`src/rtl/data_mem_arbiter.sv`:
```
// Round-robin arbiter sharing one req/gnt/rvalid data-memory slave between NUM_REQ requesters.
// One transaction in flight; an optional response timeout errors the owner and drains the late reply.
module data_mem_arbiter #(
  parameter int unsigned NUM_REQ    = 2,
  parameter int unsigned ADDR_WIDTH = 32,
  parameter int unsigned DATA_WIDTH = 32,
  parameter int unsigned TIMEOUT    = 64
) (
  input  logic                                  clk,
  input  logic                                  rst,
  input  logic [NUM_REQ-1:0]                    m_req_i,
  input  logic [NUM_REQ-1:0][ADDR_WIDTH-1:0]    m_addr_i,
  input  logic [NUM_REQ-1:0]                    m_we_i,
  input  logic [NUM_REQ-1:0][DATA_WIDTH/8-1:0]  m_be_i,
  input  logic [NUM_REQ-1:0][DATA_WIDTH-1:0]    m_wdata_i,
  output logic [NUM_REQ-1:0]                    m_gnt_o,
  output logic [NUM_REQ-1:0]                    m_rvalid_o,
  output logic [DATA_WIDTH-1:0]                 m_rdata_o,
  output logic [NUM_REQ-1:0]                    m_err_o,
  output logic                                  mem_req_o,
  output logic [ADDR_WIDTH-1:0]                 mem_addr_o,
  output logic                                  mem_we_o,
  output logic [DATA_WIDTH/8-1:0]               mem_be_o,
  output logic [DATA_WIDTH-1:0]                 mem_wdata_o,
  input  logic                                  mem_gnt_i,
  input  logic                                  mem_rvalid_i,
  input  logic [DATA_WIDTH-1:0]                 mem_rdata_i,
  input  logic                                  mem_err_i,
  output logic                                  busy_o
);

  localparam int unsigned OW = $clog2(NUM_REQ);
  localparam int unsigned CW = (TIMEOUT > 1) ? $clog2(TIMEOUT) : 1;
  localparam logic [CW-1:0] TO_LAST = CW'(TIMEOUT - 1);
  localparam logic [OW-1:0] LAST_REQ = OW'(NUM_REQ - 1);

  typedef enum logic [1:0] {
    IDLE  = 2'd0,
    REQ   = 2'd1,
    RESP  = 2'd2,
    DRAIN = 2'd3
  } state_e;

  state_e        state_q;
  logic [OW-1:0] owner_q;
  logic [OW-1:0] rr_q;
  logic [CW-1:0] cnt_q;

  logic [OW-1:0] pick;
  logic          pick_vld;
  int unsigned   idx;
  logic [OW-1:0] rr_d;
  logic          resp_hit;
  logic          to_hit;

  // Search starts at rr_q and wraps, so the requester just served drops to lowest priority.
  always_comb begin
    pick_vld = 1'b0;
    pick     = '0;
    idx      = 0;
    for (int unsigned i = 0; i < NUM_REQ; i++) begin
      idx = (32'(rr_q) + i) % NUM_REQ;
      if (!pick_vld && m_req_i[idx]) begin
        pick_vld = 1'b1;
        pick     = OW'(idx);
      end
    end
  end

  assign rr_d     = (owner_q == LAST_REQ) ? '0 : owner_q + OW'(1);
  assign resp_hit = (state_q == RESP) && mem_rvalid_i;
  assign to_hit   = (TIMEOUT != 0) && (state_q == RESP) && !mem_rvalid_i && (cnt_q == TO_LAST);

  always_ff @(posedge clk) begin
    if (rst) begin
      state_q <= IDLE;
      owner_q <= '0;
      rr_q    <= '0;
      cnt_q   <= '0;
    end else begin
      case (state_q)
        IDLE: begin
          if (pick_vld) begin
            owner_q <= pick;
            state_q <= REQ;
          end
        end
        REQ: begin
          if (mem_gnt_i) begin
            cnt_q   <= '0;
            state_q <= RESP;
          end
        end
        RESP: begin
          if (mem_rvalid_i) begin
            rr_q    <= rr_d;
            state_q <= IDLE;
          end else begin
            cnt_q <= cnt_q + CW'(1);
            if (to_hit) begin
              rr_q    <= rr_d;
              state_q <= DRAIN;
            end
          end
        end
        DRAIN: begin
          if (mem_rvalid_i) state_q <= IDLE;
        end
        default: state_q <= IDLE;
      endcase
    end
  end

  // gnt/rvalid pass straight through; everything is forced low while rst is asserted.
  always_comb begin
    mem_req_o   = 1'b0;
    mem_addr_o  = '0;
    mem_we_o    = 1'b0;
    mem_be_o    = '0;
    mem_wdata_o = '0;
    m_gnt_o     = '0;
    m_rvalid_o  = '0;
    m_rdata_o   = '0;
    m_err_o     = '0;
    if (!rst) begin
      if (state_q == REQ) begin
        mem_req_o        = 1'b1;
        mem_addr_o       = m_addr_i[owner_q];
        mem_we_o         = m_we_i[owner_q];
        mem_be_o         = m_be_i[owner_q];
        mem_wdata_o      = m_wdata_i[owner_q];
        m_gnt_o[owner_q] = mem_gnt_i;
      end
      if (resp_hit) begin
        m_rvalid_o[owner_q] = 1'b1;
        m_rdata_o           = mem_rdata_i;
        m_err_o[owner_q]    = mem_err_i;
      end else if (to_hit) begin
        m_rvalid_o[owner_q] = 1'b1;
        m_err_o[owner_q]    = 1'b1;
      end
    end
  end

  assign busy_o = !rst && (state_q != IDLE);

  a_gnt_onehot : assert property (@(posedge clk) disable iff (rst) $onehot0(m_gnt_o));
  a_rvalid_onehot : assert property (@(posedge clk) disable iff (rst) $onehot0(m_rvalid_o));
  a_err_qualified : assert property (@(posedge clk) disable iff (rst) (m_err_o & ~m_rvalid_o) == '0);

endmodule

```
`config.mk`:
```
export PLATFORM = sky130hd
export DESIGN_NAME = data_mem_arbiter
export DESIGN_NICKNAME = d
export VERILOG_FILES = /design/src/rtl/data_mem_arbiter.sv
export SDC_FILE = /design/constraint.sdc
export NUM_CORES = 1
export LEC_CHECK = 0
export CORE_AREA = 2 2 112 114
export CTS_BUF_LIST = sky130_fd_sc_hd__clkbuf_4 sky130_fd_sc_hd__clkbuf_8
export DETAILED_ROUTE_END_ITERATION = 8
export DIE_AREA = 0 0 114 116
export HOLD_SLACK_MARGIN = 0.06
export PLACE_DENSITY_LB_ADDON = 0.08
export SLEW_MARGIN = 10
export SYNTH_ARGS = -nofsm -noshare
export SYNTH_HDL_FRONTEND = slang
export SYNTH_SLANG_ARGS = --single-unit
```
`constraint.sdc`:
```
create_clock -name clk -period 4.6 [get_ports clk]
set_input_delay 1.38 -clock clk [delete_from_list [all_inputs] [get_ports clk]]
set_output_delay 1.38 -clock clk [all_outputs]
set_load 0.05 [all_outputs]
```
==> run_results.csv, run 1 <==
group,metric,value,unit
outcome,outcome,"finished, final reports clean",
floorplan,row_count,40,
place,post_dp_cell_area,5980,sq um
setup_path,endpoint_kind,"output pin",
clock_tree,cts_setup_buffers,0,
detailed_routing,drt_iter0_markers,75,
sta,tightest_slew,0.810,ns
floorplan,start_util,0.160,
logic_synthesis,netlist_area,1900,sq um
layout,drive_gt1_frac,0.242,
logic_synthesis,yosys-top-cells-count,"nor2_1 (76), mux2i_1 (73), and2_1 (33), clkbuf_1 (14), dfxtp_1 (10)",
global_routing,antenna_found_initial,0,
detailed_routing,dr.pass1.iters,4,
setup_path,arrival,2.96,ns
place,dp_cells,681,
detailed_routing,drc,0,
sta,rsz0062_at_grt,"no",
detailed_routing,num_vias,2850,
clock_tree,cts_buffers,3,
floorplan,core_area,11900,sq um
logic_synthesis,ys_top_cells_by_area,"mux2i_1 (38%), nor2_1 (15%), and2_1 (11%), dfxtp_1 (11%), clkbuf_1 (2.8%)",
layout,final_cells,685,
place,place.port_buffers,285,
floorplan,dieArea,13200,sq um
sta,holdWs,0.512,ns
detailed_routing,viasPerCell,4.16,
power,powerDensity,130,nW/um^2
floorplan,ios,286,
sta,fin_skew,0.00307,ns
power,ir_drop,0.0000849,V
logic_synthesis,synth.distinct_cells,31,
logic_synthesis,syn-instance-count,266,
sta,max_freq,0.230,GHz
layout,regArea,204,sq um
setup_path,cp.required,3.22,ns
sta,finalCritPeriodShare,0.944,
clock_tree,hold_buffers,0,
layout,nFillCells,1094,
sta,period_minus_slack,4.34,ns
sta,drv_slew,0,
global_routing,grt_max_degree,48,
place,gp_congestion,0.797,
clock_tree,h-tree-depth,1,
logic_synthesis,syn_nets,444,
setup_path,crit_type,"in2out",
place,dp_slack,0.241,ns
global_routing,track_usage,0.171,
layout,multi_input_area,1580,sq um
layout,fin_area,6020,sq um
sta,setup_viol,0,
sta,fin_tns_setup,0,ns
logic_synthesis,ys_seq_elements,10,
layout,final_core_util,0.506,
logic_synthesis,synthArstFlopShare,0,
job,maxCapViolations,0,
sta,layout_setup_ws,0.259,ns
place,hpwl,10700,microns
clock_tree,clk_path_buf_depth,2,
floorplan,die_w,114,microns
setup_path,startpoint_type,"primary input",
layout,final_nets,717,
power,totalPowerFinal,0.784,mW
floorplan,die_h,116,microns
clock_tree,cts_sinks,10,
logic_synthesis,syn_avg_cell_area,7.15,sq um
logic_synthesis,ys_warn_count,0,
clock_tree,cts-root-buf,"clkbuf_8",
clock_tree,clkSlewWorstSetupHoldPaths,0.05,ns
power,leakage,2.28,nW
logic_synthesis,yosysMostFrequentCell,"nor2_1",
detailed_routing,totalWireLength,12100,microns
sta,slew_headroom,0.460,
clock_tree,clk_latency,0.23,ns
detailed_routing,wire_per_inst,17.6,microns
hold_path,holdCritPathClass,"reg2reg",
logic_synthesis,seq_area_frac_synth,0.105,
sta,final_hold_viol_count,0,
clock_tree,cts_tree,"built",
global_routing,overflow,0,
layout,area_growth,217,%
setup_path,worst-path-max-fanout,22,
logic_synthesis,synth_edf_count,0,
layout,diodes,0,
global_routing,grt_first_pass_wirelength,17200,microns
detailed_routing,ant_nets,0,
logic_synthesis,synth_top_area_share,0.384,
logic_synthesis,synth-main-ff-cell,"dfxtp_1",
clock_tree,ctsResizeCount,0,
logic_synthesis,yosysTopAreaCell,"mux2i_1",
global_routing,grt_pass1_vias,3004,
[worst paths after layout]
kind	to	slack, ns	cells past startpoint	startpoint
max	mem_wdata_o[26]	0.26	5	rst
min	cnt_q[5]	0.51	2	cnt_q[5]
max reg2reg	cnt_q[2]	2.96	3	state_q[1]
min reg2reg	cnt_q[5]	0.51	2	cnt_q[5]
[cell usage in the layout, fill, tap and decap left out]
master / instances
clkdlybuf4s50_1: 176
buf_12: 110
nor2_1: 76
mux2i_1: 73
and2_1: 33
dfxtp_1: 9
nand3b_1: 6
buf_4: 6
or3b_2: 5
nand2b_1: 4
nand3_1: 4
nand2_1: 4
and3_1: 4
a21oi_1: 4
clkbuf_8: 3
o31ai_1: 2
a31oi_1: 2
nor3b_2: 1
and3b_1: 1
inv_1: 1
o21bai_1: 1
or3b_1: 1
xor2_1: 1
nor4_1: 1
a2111oi_0: 1
a21boi_1: 1
a21bo_2: 1
nor2b_1: 1
mux2_2: 1
a211oi_2: 1
nor4bb_1: 1
ha_1: 1
clkbuf_4: 1
dfxtp_4: 1
[kinds of logic (layout without fill, tap and decap cells)]
family	count (synthesis)	after routing	share of synthesized area
and+or+nand+nor	142	142	0.378
muxes	74	74	0.390
xor gates and xnor gates	1	1	0.00461
buffers and inverters	25	297	0.0658
DFF	10	10	0.105
adders and majority gates	1	1	0.00658
AOI/OAI and AO/OA	13	13	0.0494
[sequential cells by signal, indices dropped and copies added (netlist names)]
signal   flops
cnt_q        6
owner_q      1
rr_q         1
state_q      2
[report_power, final]
group          switching, mW  internal, mW  leakage, nW
combinational          0.254         0.323         2.17
sequential            0.0176        0.0897       0.0819
clock                 0.0333        0.0665       0.0262
total                  0.305         0.479         2.28
[cell type report]
type                       count  share of cell area
clock buffer                   4             0.00810
inverter                       1            0.000623
multi-input combinational    231               0.261
sequential                    10              0.0339
tap                          147              0.0305
timing repair buffer         292               0.665
[routing by layer]
metal  routed length, microns  part of all wire  global-route usage  up-vias
li1                         -                 -                   -     1445
met1                     4390              0.36               0.190     1290
met2                     6890              0.57               0.345      111
met3                      707             0.059              0.0382        4
met4                       66            0.0055              0.0130        0
met5                        0                 0                   0        -
[critical path, cell delays in order]
cell,delay (ns)
clkdlybuf4s50_1,0.41
or3b_2,0.51
buf_4,0.24
nor2_1,0.23
buf_12,0.17
(Power assumes the default switching activity.)
==> inputs of run 2 (changes only) <==
CAP_MARGIN = 0   (was default)
==> results of run 2 <==
The final DEF is identical to that of run 1; final timing and power are the same.
